$ cat config.mk
export PLATFORM = sky130hd
export DESIGN_NAME = dispense_timer_arbiter
export DESIGN_NICKNAME = d
export VERILOG_FILES = /design/src/rtl/dispense_timer_arbiter.sv
export SDC_FILE = /design/constraint.sdc
export NUM_CORES = 1
export LEC_CHECK = 0
export CORE_MARGIN = 4
export CORE_UTILIZATION = 40
export CTS_BUF_LIST = sky130_fd_sc_hd__clkbuf_4 sky130_fd_sc_hd__clkbuf_8 sky130_fd_sc_hd__clkbuf_16
export DETAILED_ROUTE_END_ITERATION = 7
export GPL_ROUTABILITY_DRIVEN = 0
export HOLD_SLACK_MARGIN = 0.1
export PLACE_DENSITY = 0.68
export SETUP_SLACK_MARGIN = 0.5
export SLEW_MARGIN = 15
export SYNTH_ARGS = -nofsm -noshare
export SYNTH_HDL_FRONTEND = slang
export SYNTH_SLANG_ARGS = --single-unit
$ cat constraint.sdc
create_clock -name clk1_i -period 1.62 [get_ports clk1_i]
set_clock_uncertainty 0.1 [all_clocks]
set_input_delay 0.324 -clock clk1_i [delete_from_list [all_inputs] [get_ports clk1_i]]
set_output_delay 0.324 -clock clk1_i [all_outputs]
set_load 0.1 [all_outputs]
$ cat src/rtl/dispense_timer_arbiter.sv
`default_nettype none
// ============================================================================
//  Module   : dispense_timer_arbiter
//  Purpose  : Shares one countdown timer among the three dispenser stages
//             (motor A, B, C). A stage holds its request; the arbiter grants
//             the timer, counts that stage's duration and pulses its DONE.
//  Ports    : clk1_i   - system clock, rising edge
//             reset_i  - synchronous active-high reset
//             req_i    - [0]=A [1]=B [2]=C level requests, held by requester
//             abort_i  - cancels the current timing run
//             gnt_o    - one-hot grant, zero when idle
//             done_o   - one-cycle pulse per stage at terminal count
//             busy_o   - high whenever a run (or its finish cycle) is active
//             count_o  - remaining count of the active run
//  Config   : TARB_FIXED_PRIO_EN defined -> fixed priority A > B > C;
//             undefined (default)        -> round-robin arbitration.
//  Revision : 1.0 - initial release
// ============================================================================
module dispense_timer_arbiter #(
   parameter int CNT_W = 3,
   parameter int DUR_A = 5,
   parameter int DUR_B = 3,
   parameter int DUR_C = 7
) (
   input  logic             clk1_i,
   input  logic             reset_i,
   input  logic [2:0]       req_i,
   input  logic             abort_i,
   output logic [2:0]       gnt_o,
   output logic [2:0]       done_o,
   output logic             busy_o,
   output logic [CNT_W-1:0] count_o
);

   localparam int             c_DUR_MAX = (1 << CNT_W) - 1;
   localparam logic [CNT_W-1:0] c_DUR_A = CNT_W'(DUR_A);
   localparam logic [CNT_W-1:0] c_DUR_B = CNT_W'(DUR_B);
   localparam logic [CNT_W-1:0] c_DUR_C = CNT_W'(DUR_C);

   // Durations must fit the counter and be non-zero, otherwise a run could
   // never reach its terminal count of 1.
   generate
      if (DUR_A < 1 || DUR_A > c_DUR_MAX) begin : g_bad_dur_a
         $error("DUR_A out of range 1..2^CNT_W-1");
      end
      if (DUR_B < 1 || DUR_B > c_DUR_MAX) begin : g_bad_dur_b
         $error("DUR_B out of range 1..2^CNT_W-1");
      end
      if (DUR_C < 1 || DUR_C > c_DUR_MAX) begin : g_bad_dur_c
         $error("DUR_C out of range 1..2^CNT_W-1");
      end
   endgenerate

   typedef enum logic [1:0] {
      S_IDLE = 2'd0,
      S_RUN  = 2'd1,
      S_FIN  = 2'd2
   } state_t;

   state_t             state_q, state_d;
   logic [2:0]         gnt_q, gnt_d;
   logic [2:0]         done_q, done_d;
   logic [CNT_W-1:0]   count_q, count_d;
   logic [1:0]         win_w;
   logic [CNT_W-1:0]   dur_w;

`ifdef TARB_FIXED_PRIO_EN
   // Lowest set request bit wins.
   always_comb begin
      win_w = 2'd2;
      if (req_i[0])      win_w = 2'd0;
      else if (req_i[1]) win_w = 2'd1;
   end
`else
   logic [1:0] rr_ptr_q, rr_ptr_d;

   // Search starts one past the last winner, so the last winner is
   // considered only after the other two stages.
   always_comb begin
      win_w = 2'd2;
      unique case (rr_ptr_q)
         2'd0: begin
            if (req_i[1])      win_w = 2'd1;
            else if (req_i[2]) win_w = 2'd2;
            else               win_w = 2'd0;
         end
         2'd1: begin
            if (req_i[2])      win_w = 2'd2;
            else if (req_i[0]) win_w = 2'd0;
            else               win_w = 2'd1;
         end
         default: begin
            if (req_i[0])      win_w = 2'd0;
            else if (req_i[1]) win_w = 2'd1;
            else               win_w = 2'd2;
         end
      endcase
   end
`endif

   always_comb begin
      unique case (win_w)
         2'd0:    dur_w = c_DUR_A;
         2'd1:    dur_w = c_DUR_B;
         default: dur_w = c_DUR_C;
      endcase
   end

   always_comb begin
      state_d = state_q;
      gnt_d   = gnt_q;
      done_d  = 3'b000;
      count_d = count_q;
`ifndef TARB_FIXED_PRIO_EN
      rr_ptr_d = rr_ptr_q;
`endif
      unique case (state_q)
         S_IDLE: begin
            gnt_d   = 3'b000;
            count_d = '0;
            if (|req_i) begin
               state_d = S_RUN;
               gnt_d   = 3'b001 << win_w;
               count_d = dur_w;
`ifndef TARB_FIXED_PRIO_EN
               rr_ptr_d = win_w;
`endif
            end
         end
         S_RUN: begin
            // Abort and a dropped request both beat the terminal count.
            if (abort_i || ((req_i & gnt_q) == 3'b000)) begin
               state_d = S_IDLE;
               gnt_d   = 3'b000;
               count_d = '0;
            end else if (count_q <= CNT_W'(1)) begin
               // Treating 0 as terminal too keeps the counter from ever wrapping.
               state_d = S_FIN;
               count_d = '0;
               done_d  = gnt_q;
            end else begin
               count_d = count_q - CNT_W'(1);
            end
         end
         S_FIN: begin
            state_d = S_IDLE;
            gnt_d   = 3'b000;
            count_d = '0;
         end
         default: begin
            state_d = S_IDLE;
            gnt_d   = 3'b000;
            count_d = '0;
         end
      endcase
   end

   always_ff @(posedge clk1_i) begin
      if (reset_i) begin
         state_q <= S_IDLE;
         gnt_q   <= 3'b000;
         done_q  <= 3'b000;
         count_q <= '0;
`ifndef TARB_FIXED_PRIO_EN
         rr_ptr_q <= 2'd2;
`endif
      end else begin
         state_q <= state_d;
         gnt_q   <= gnt_d;
         done_q  <= done_d;
         count_q <= count_d;
`ifndef TARB_FIXED_PRIO_EN
         rr_ptr_q <= rr_ptr_d;
`endif
      end
   end

   assign gnt_o   = gnt_q;
   assign done_o  = done_q;
   assign count_o = count_q;
   assign busy_o  = (state_q != S_IDLE);

endmodule
`default_nettype wire
Yosys cells after proc, flatten, opt, wreduce, memory -nomap -nowiden
Index checks and enable logic that the tools add are counted.
{"block": "op_classes", "n_reduce_logical": 10, "bitwise": 3, "shift": 1, "mux": 19, "order_cmp": 1, "n_addsub": 1, "eq_ne": 6}
{"cell": "$pmux W3 S2", "count": 3}
{"cell": "$mux W2", "count": 8}
{"cell": "$mux W3", "count": 5}
{"cell": "$pmux W2 S2", "count": 2}
{"cell": "$eq A2 B1 Y1 const B", "count": 3}
{"cell": "$logic_not A2 Y1", "count": 3}
{"cell": "$ne A2 B2 Y1 const B", "count": 2}
{"cell": "$reduce_and A2 Y1", "count": 2}
{"cell": "$reduce_or A4 Y1", "count": 1}
{"cell": "$and A3 B3 Y3", "count": 1}
{"cell": "$le A3 B1 Y1 const B", "count": 1}
{"cell": "$logic_not A3 Y1", "count": 1}
{"cell": "$ne A3 B3 Y1 const B", "count": 1}
{"cell": "$reduce_or A3 Y1", "count": 1}
{"cell": "$shl A1 B2 Y3 const A", "count": 1}
{"cell": "$sub A3 B1 Y3 const B", "count": 1}
{"cell": "$not A1 Y1", "count": 2}
{"cell": "$reduce_bool A2 Y1", "count": 1}
{"cell": "$logic_or A1 B1 Y1", "count": 1}
{"cell": "$mux W1", "count": 1}
{"block": "totals", "input_bits": 6, "regBits": 13}

Longest topological paths before layout
Gate-level depths: netlist (run 1).
{"block": "logic_depth", "ltp_word": 7, "mapped_depth": 5, "ltp_nobuf": 5}

Worst setup path before layout (run 1)
No wires, ideal clock.
{"block": "synth_path", "path_kind": "register to register", "from": "register count_q[1] (netlist: count_o[1])", "to": "register count_q[1] (netlist: count_o[1])", "path_stages_with_launch": 6, "t_required_ns": 1.445, "n_path_buf": 0, "path_slack_ns": -0.306, "period_less_slack_ns": 1.926, "t_arrival_ns": 1.751, "cell_sequence": "dfxtp_1 -> inv_1 -> ha_1 -> o21bai_4 -> nand2_1 -> o22ai_1"}
{"block": "synth_via", "elab_chain_cells": 4, "word_cells_on_any_way": 5, "classes_between": "add/sub (1); order compare (1); mux (3)"}
{"item": "from (decl)", "line": "63", "text": "logic [CNT_W-1:0] count_q, count_d;"}
{"item": "from (signal assigned)", "line": "171", "text": "count_q <= count_d;"}
{"item": "$sub A3 B1 Y3 or $le A3 B1 Y1 (tied branches)", "line": "142, 136"}
{"item": "$mux W3 *", "line": "136", "text": "end else if (count_q <= CNT_W'(1)) begin"}
{"item": "$mux W3 *", "line": "132", "text": "if (abort_i || ((req_i & gnt_q) == 3'b000)) begin"}
{"item": "$pmux W3 S2 *", "line": "117", "text": "unique case (state_q)"}
Every way passes the cells marked *; elsewhere a longest branch is shown, timed or not.
A chain may end at the register's enable or synchronous reset.

Worst setup path after layout (run 1)
{"block": "layout_path", "from": "register state_q[0]", "to": "output busy_o"}
{"block": "layout_via", "elab_chain_cells": 1}
{"item": "from (decl)", "line": "60", "text": "state_t state_q, state_d;"}
{"item": "from (signal assigned)", "line": "168", "text": "state_q <= state_d;"}
{"item": "$reduce_bool A2 Y1", "line": "181", "text": "assign busy_o = (state_q != S_IDLE);"}
{"item": "to (decl)", "line": "31", "text": "output logic busy_o,"}
No other way between the ends.

==> impl_metrics.toml, run 1 <==
[routing]
dr_wl_met2_um = 651
viasPerCell = 5.47
met3_length_um = 91
vias = 574
m1WireLength_um = 608
drt_iter0_drc = 16
wl_mm = 1.36
top_layer_used = "met4"
first_pass_iters = 6
drc = 0
wire_per_inst_um = 13.0
postRouteAntennaNets = 0

[placed_design]
io_buffers = 15
place_hpwl_mm = 1.03
place_ws_ns = -0.224

[setup_path]
start_kind = "flop"
critical_path.max_fanout = 2
worstSetupEndpointType = "output port"
required_ns = 1.20
crit_arrival_ns = 0.97
path_class = "flop to output port"

[clock_network]
cts_tree = "built"
clock_path_buffers = 2
root_buffer = "clkbuf_4"
path_clk_slew_ns = 0.08
clock-sinks = 13
cts_hold_buf = 0
insertion_delay_ns = 0.27
h-tree-depth = 1
tritoncts.num_buffers = 3

[layout]
nFillCells = 92
mostFrequentLayoutCells = "buf_12, buf_4, dfxtp_4"
drive_above_1_share_pct = 48.9
synthToLayoutAreaGrowth_pct = 70.3
final_common_cell = "buf_12"
num-nets-final = 99
n_antenna_cell = 0

[yosys]
yosysTopAreaCell = "dfxtp_1"
synth_seq_area_share_pct = 44.2
synthSimpleGateAreaFrac_pct = 22.7
netlist_area_um2 = 589
synth-adder-area-share_pct = 4.25
async_flop_share_pct = 0
synth_mux_area_share_pct = 0
syn_nets = 72
synthFlopType = "dfxtp_1"
ys_types = 28
synth_xor_area_share_pct = 1.49
netlist_instances = 64
synth.area.top_cells = "dfxtp_1, nor2_1, ha_1"
netlist.area_leader.share_pct = 44.2
synth_compound_area_share_pct = 22.1
yosysWarnings = 0
synth_seq_cells = 13
synth_top_family_by_area = "simple AND/OR/NAND/NOR gates"
synth_edf_count = 0
syn_area_per_cell_um2 = 9.21

[sta]
max_freq_mhz = 717
worstMarginPinSlew_ns = 0.302
timing.final.crit_share_pct = 86.1
slew_viol_final = 0
relSlewSlack_pct = 79.6
setup_violations = 0
min_period_ns = 1.39
rsz0062_at_grt = "true"
setup_tns_ns = 0
worst_slack_ns = 0.225
hold_violations = 0

[grt]
grt_max_degree = 10
gr-usage-all-layers_pct = 14.8
grt_overflow = 0
grt_antenna_before_repair = 0
grt_pass1_vias = 526
grt_pass1_wl_mm = 2.28

[die]
fp.dieH_um = 46.4
die_area_um2 = 2150
die-width_um = 46.4
core_region_area_um2 = 1350
io_pins = 16
start_util_pct = 43.7
core.rowCount = 13

[status]
status = "completed"

[power]
finalPower_uw = 892
peakVddDrop_mv = 0.597
p_leak_nw = 0.424
power_density_nw_per_um2 = 889

[min_path]
hold_path.class = "flop to flop"

[run]
max_cap_violations = 0
final timing paths:
check                               start                    end  slack, ns  cells past startpoint
setup / recovery  state_q[0]$_SDFFE_PP0P_                 busy_o       0.23                      3
hold / removal      count_o[0]$_SDFF_PP0_  count_o[0]$_SDFF_PP0_       0.39                      1
setup reg to reg  state_q[0]$_SDFFE_PP0P_  count_o[2]$_SDFF_PP0_       0.25                      5
hold reg to reg     count_o[0]$_SDFF_PP0_  count_o[0]$_SDFF_PP0_       0.39                      1
synth_stat cells, types with 2 or more instances:
library cell / number
dfxtp_1: 13
nor2_1: 7
nand2_1: 6
a21oi_1: 3
and2_1: 3
inv_1: 3
nor2b_1: 3
o22ai_1: 3
ha_1: 2
nand3_1: 2
o21ai_0: 2
final cells by class:
cell class	instances	area, um2	share of cell area (%)
Clock buffer	4	30.0	2.99
Timing Repair Buffer	24	313	31.2
Sequential cell	13	289	28.8
Multi-Input combinational cell	45	333	33.2
Tap cell	15	18.8	1.87
Inverter	4	20.0	2.00
flip-flops by register name, summed over array words and instances (netlist names):
name	count
count_o	3
gnt_o	3
done_o	3
state_q	2
rr_ptr_q	2
where the power goes:
part	switching (mW)	leakage (nW)	internal [mW]
clock network	0.102	0.0184	0.112
logic	0.179	0.293	0.130
registers	0.0305	0.113	0.339
total	0.311	0.424	0.581
logic make-up after synthesis:
group                      Yosys count
AOI/OAI and AO/OA                   17
buffers and inverters                6
adders and majority gates            2
DFF                                 13
and+or+nand+nor                     25
xor gates and xnor gates             1
per-layer routing:
layer | global-route usage, % | up-vias
met2 | 22.8 | 24
met3 | 3.91 | 2
li1 | - | 279
met5 | 0 | -
met4 | 5.11 | 0
met1 | 19.7 | 269
critical path, cell delays in order, from the launching register on:
cell and delay (ns):
dfxtp_2 0.34, nor2_4 0.16, inv_6 0.05, buf_12 0.16
timing repair:
item / in CTS / in global routing
gates resized for setup: 14 / 4
setup endpoints to repair: 23 / 23
buffers inserted: 4 / 1
pin swaps: 10 / 4
metrics by stage:
step	hold WS (ns)	cells	utilization [%]	instance area, um2
3_5_place_dp	0.377	96	67.0	905
6_report	0.388	105	74.3	1000
4_1_cts	0.389	104	72.7	981
5_1_grt	0.398	105	74.3	1000
3_3_place_gp	0.373	96	67.0	905
2_1_floorplan	0.283	64	-	622
(Power assumes the default switching activity.)
==> run 2: changes to the inputs <==
Settings changed: CORE_UTILIZATION 40 to 44, PLACE_DENSITY 0.68 to 0.74.
==> impl_metrics.toml, run 2 (synthesis gave the netlist of run 1 again) <==
[routing]
postRouteAntennaNets = 0
vias = 613
drt_iter0_drc = 25
wire_per_inst_um = 15.4
viasPerCell = 5.68
first_pass_iters = 6
drc = 0
wl_mm = 1.66

[clock_network]
path_clk_slew_ns = 0.07
insertion_delay_ns = 0.27
h-tree-depth = 1
cts_hold_buf = 0
tritoncts.num_buffers = 3
root_buffer = "clkbuf_4"
clock_path_buffers = 2
cts_tree = "built"
clock-sinks = 13

[layout]
synthToLayoutAreaGrowth_pct = 83.7
fin_cells = 108
final_common_cell = "buf_12"
drive_above_1_share_pct = 61.7
mostFrequentLayoutCells = "buf_12, buf_4, dfxtp_2, dfxtp_4"
final_util_pct = 91.2
n_antenna_cell = 0
num-nets-final = 103

[sta]
relSlewSlack_pct = 80.2
worst_slack_ns = 0.202
whs_ns = 0.375
setup_violations = 0
slew_viol_final = 0
hold_violations = 0
rsz0062_at_grt = "true"
worstMarginPinSlew_ns = 0.294
max_freq_mhz = 705
min_period_ns = 1.42
setup_tns_ns = 0
timing.final.crit_share_pct = 87.5

[run]
max_cap_violations = 0

[setup_path]
rr_startpoint = "gnt_o[0]$_SDFFE_PP0P_"
start_kind = "flop"
worstSetupEndpointType = "flop"
crit_family = "flip-flops"
path_depth = 5
required_ns = 1.69
rr_endpoint = "done_o[2]$_SDFF_PP0_"
cp_slowest_cell = "dfxtp_4"
endpoint = "done_o[2]$_SDFF_PP0_"
crit_arrival_ns = 1.49
path_class = "flop to flop"
critical_path.max_fanout = 4
reg2regPathDepth = 5
r2r_slack_ns = 0.20
crit_path_start = "gnt_o[0]$_SDFFE_PP0P_"
slowest_delay_ns = 0.36
crit_chain = "a222oi_1 > buf_4 > nor3_4 > nor2b_4 > and2_1"
path_buf_inv = 1

[die]
core_region_area_um2 = 1190
fp.dieH_um = 44.6
core.rowCount = 12
start_util_pct = 49.7
die_area_um2 = 1990
io_pins = 16
die-width_um = 44.6

[power]
p_leak_nw = 0.454
peakVddDrop_mv = 0.939
power_density_nw_per_um2 = 854

[grt]
grt_overflow = 0
grt_antenna_before_repair = 0
gr-usage-all-layers_pct = 17.2
grt_pass1_wl_mm = 2.47
grt_max_degree = 10
grt_pass1_vias = 537

[min_path]
hold_path.class = "input pin to flop"

[placed_design]
place_hpwl_um = 938
dp_cells = 95
io_buffers = 15
place_ws_ns = -0.170

[status]
status = "completed"
## run 2: changes by cell type in the layout (fill, tap and decap cells not counted), moves of 2 or more
| cell | before | now |
|---|---|---|
| buf_6 | 0 | 2 |
| dfxtp_2 | 5 | 7 |
| dfxtp_1 | 2 | 0 |
| a21oi_1 | 3 | 1 |
| and2_4 | 0 | 2 |
| a21oi_2 | 0 | 2 |
| and2_1 | 3 | 1 |
## run 2: what timing repair did
item / 4_1_cts / 5_1_grt
pin swaps: 11 / 9
gates resized for setup: 17 / 15
setup buffers: 7 / 2
gates cloned: 0 / 0
setup endpoints to repair: 23 / 23
hold endpoints to repair: 0 / 0
## run 2: worst min-delay path by stage
stage	from	end	slack [ns]	cells after the start
after floorplan	reset_i	gnt_o[0]$_SDFFE_PP0P_	0.28	1
after global placement	count_o[0]$_SDFF_PP0_	count_o[0]$_SDFF_PP0_	0.37	1
after detailed placement	count_o[0]$_SDFF_PP0_	count_o[0]$_SDFF_PP0_	0.38	1
after CTS	count_o[0]$_SDFF_PP0_	count_o[0]$_SDFF_PP0_	0.40	1
after global routing	req_i[1]	gnt_o[1]$_SDFFE_PP0P_	0.40	4
final	req_i[1]	gnt_o[1]$_SDFFE_PP0P_	0.37	4
## run 2: cell type report
type	count	area, um2
Clock buffer	4	30.0
Multi-Input combinational cell	45	364
Tap cell	14	17.5
Inverter	4	20.0
Fill cell	35	104
Sequential cell	13	292
Timing Repair Buffer	28	359
## run 2: tightest hold or removal path, delay by kind of cell
| family | cells | cell delay, ns |
|---|---|---|
| buffers and inverters | 2 | 0.23 |
| AOI/OAI and AO/OA | 1 | 0.10 |
| and+or+nand+nor | 1 | 0.07 |
## run 2: routing by layer
layer | wire length, um | vias to the layer above | global-route usage (%) | part of all wire [%]
met1 | 705 | 288 | 22.0 | 42
li1 | - | 289 | - | -
met5 | 0 | - | 0 | 0
met4 | 44 | 0 | 7.23 | 2.7
met3 | 104 | 6 | 2.44 | 6.3
met2 | 806 | 30 | 28.4 | 49
## run 2: power by group
group | total (mW) | switching (mW) | internal [mW]
Combinational | 0.341 | 0.196 | 0.145
Sequential | 0.370 | 0.0302 | 0.340
Clock | 0.214 | 0.101 | 0.112
Total | 0.924 | 0.327 | 0.596
## run 2: metrics by stage
stage	instance area [um2]	total power [mW]
2_1_floorplan	622	0.555
3_3_place_gp	903	0.657
3_5_place_dp	903	0.658
4_1_cts	1030	0.900
5_1_grt	1080	0.965
6_report	1080	0.924
==> run 3: changes to the inputs <==
Settings changed: ABC_AREA set to 0, CORE_MARGIN 4 to 2, CTS_CLUSTER_SIZE set to 16.
==> impl_metrics.toml, run 3 (synthesis gave the netlist of run 1 again) <==
[run]
max_cap_violations = 0

[power]
p_int_uw = 596
p_leak_nw = 0.468
peakVddDrop_mv = 0.826
p_clk_share_pct = 23.0
finalPower_uw = 934
swShare_pct = 36.2
power_frac_comb_pct = 37.2
p_seq_share_pct = 39.8
power_density_nw_per_um2 = 856
switchingPower_uw = 338

[die]
die_area_um2 = 1650
die-width_um = 40.6
start_util_pct = 46.4
core_region_area_um2 = 1270
io_pins = 16
core.rowCount = 13
fp.dieH_um = 40.6

[grt]
grt_antenna_before_repair = 0
grt_max_degree = 10
gr-usage-all-layers_pct = 25.6
grt_overflow = 0
grt_pass1_vias = 538
grt_pass1_wl_mm = 2.65

[routing]
viasPerCell = 5.73
drc = 0
vias = 636
drt_iter0_drc = 33
first_pass_iters = 4
wl_mm = 2.00
wire_per_inst_um = 18.0
postRouteAntennaNets = 0

[sta]
worst_slack_ns = 0.166
setup_violations = 0
hold_violations = 0
timing.final.crit_share_pct = 89.7
worstMarginPinSlew_ns = 0.361
setup_tns_ns = 0
relSlewSlack_pct = 75.9
max_freq_mhz = 688
slew_viol_final = 0
rsz0062_at_grt = "true"
min_period_ns = 1.45

[layout]
synthToLayoutAreaGrowth_pct = 85.1
mostFrequentLayoutCells = "buf_4, buf_12, dfxtp_4, nor2_1"
num-nets-final = 105
multiInputGateArea_um2 = 360
drive_above_1_share_pct = 57.3
final_common_cell = "buf_4"
final_util_pct = 86.0
nFillCells = 62
n_antenna_cell = 0
register_area_um2 = 290
fin_cells = 111

[clock_network]
path_clk_slew_ns = 0.07
h-tree-depth = 1
clock-sinks = 13
insertion_delay_ns = 0.27
tritoncts.num_buffers = 3
root_buffer = "clkbuf_4"
clock_path_buffers = 2
cts_tree = "built"

[setup_path]
crit_chain = "buf_4 > buf_6 > buf_12"
worstSetupEndpointType = "output port"
crit_arrival_ns = 1.03
slowest_delay_ns = 0.36
start_kind = "flop"
cp_slowest_cell = "dfxtp_4"
path_class = "flop to output port"
critical_path.max_fanout = 4
required_ns = 1.20

[placed_design]
dp_cells = 97
place_hpwl_mm = 1.05
io_buffers = 15
place_ws_ns = -0.203

[min_path]
hold_path.class = "input pin to flop"

[status]
status = "completed"
[run 3: per-layer routing]
metal	global-route usage, %	share of wire, %
met4	10.0	1.2
met5	0	0
met2	41.3	52
met3	5.00	5.9
met1	33.2	41
[run 3: timing repair]
action / CTS / global route
endpoints found under the hold margin: 0 / 0
cloned: 0 / 0
setup endpoints to repair: 23 / 23
pin swaps: 9 / 9
hold buffers: 0 / 0
setup buffers: 8 / 2
gates resized for setup: 19 / 9
[run 3: final cells by class]
class,instances,area share [%]
timing repair buffer,30,34.1
clock buffer,4,2.75
multi-input combinational,45,33.0
inverter,4,1.83
tap,15,1.72
sequential,13,26.6
[run 3: metrics by stage]
stage / instance area (um2) / hold WS [ns]
after CTS: 1040 / 0.394
after global routing: 1090 / 0.362
after global placement: 912 / 0.378
after floorplan: 622 / 0.283
final: 1090 / 0.335
after detailed placement: 912 / 0.381
[run 3: power groups by stage]
stage	clock network (mW)	registers [mW]	logic [mW]
floorplan	0	0.444	0.111
global placement	0	0.376	0.282
detailed placement	0	0.378	0.286
CTS	0.213	0.367	0.322
global route	0.236	0.373	0.360
finish	0.215	0.372	0.347
[run 3: worst paths after layout]
check | from | end | slack (ns) | cells past startpoint
setup / recovery | gnt_o[0]$_SDFFE_PP0P_ | gnt_o[0] | 0.17 | 3
hold / removal | reset_i | state_q[1]$_SDFFE_PP0P_ | 0.33 | 3
setup reg to reg | gnt_o[0]$_SDFFE_PP0P_ | done_o[1]$_SDFF_PP0_ | 0.18 | 5
hold reg to reg | gnt_o[0]$_SDFFE_PP0P_ | gnt_o[0]$_SDFFE_PP0P_ | 0.40 | 2
[run 3: critical path, delay by kind of cell (launching register included)]
family / cells / cell delay, ns
DFF: 1 / 0.36
buffers and inverters: 3 / 0.39
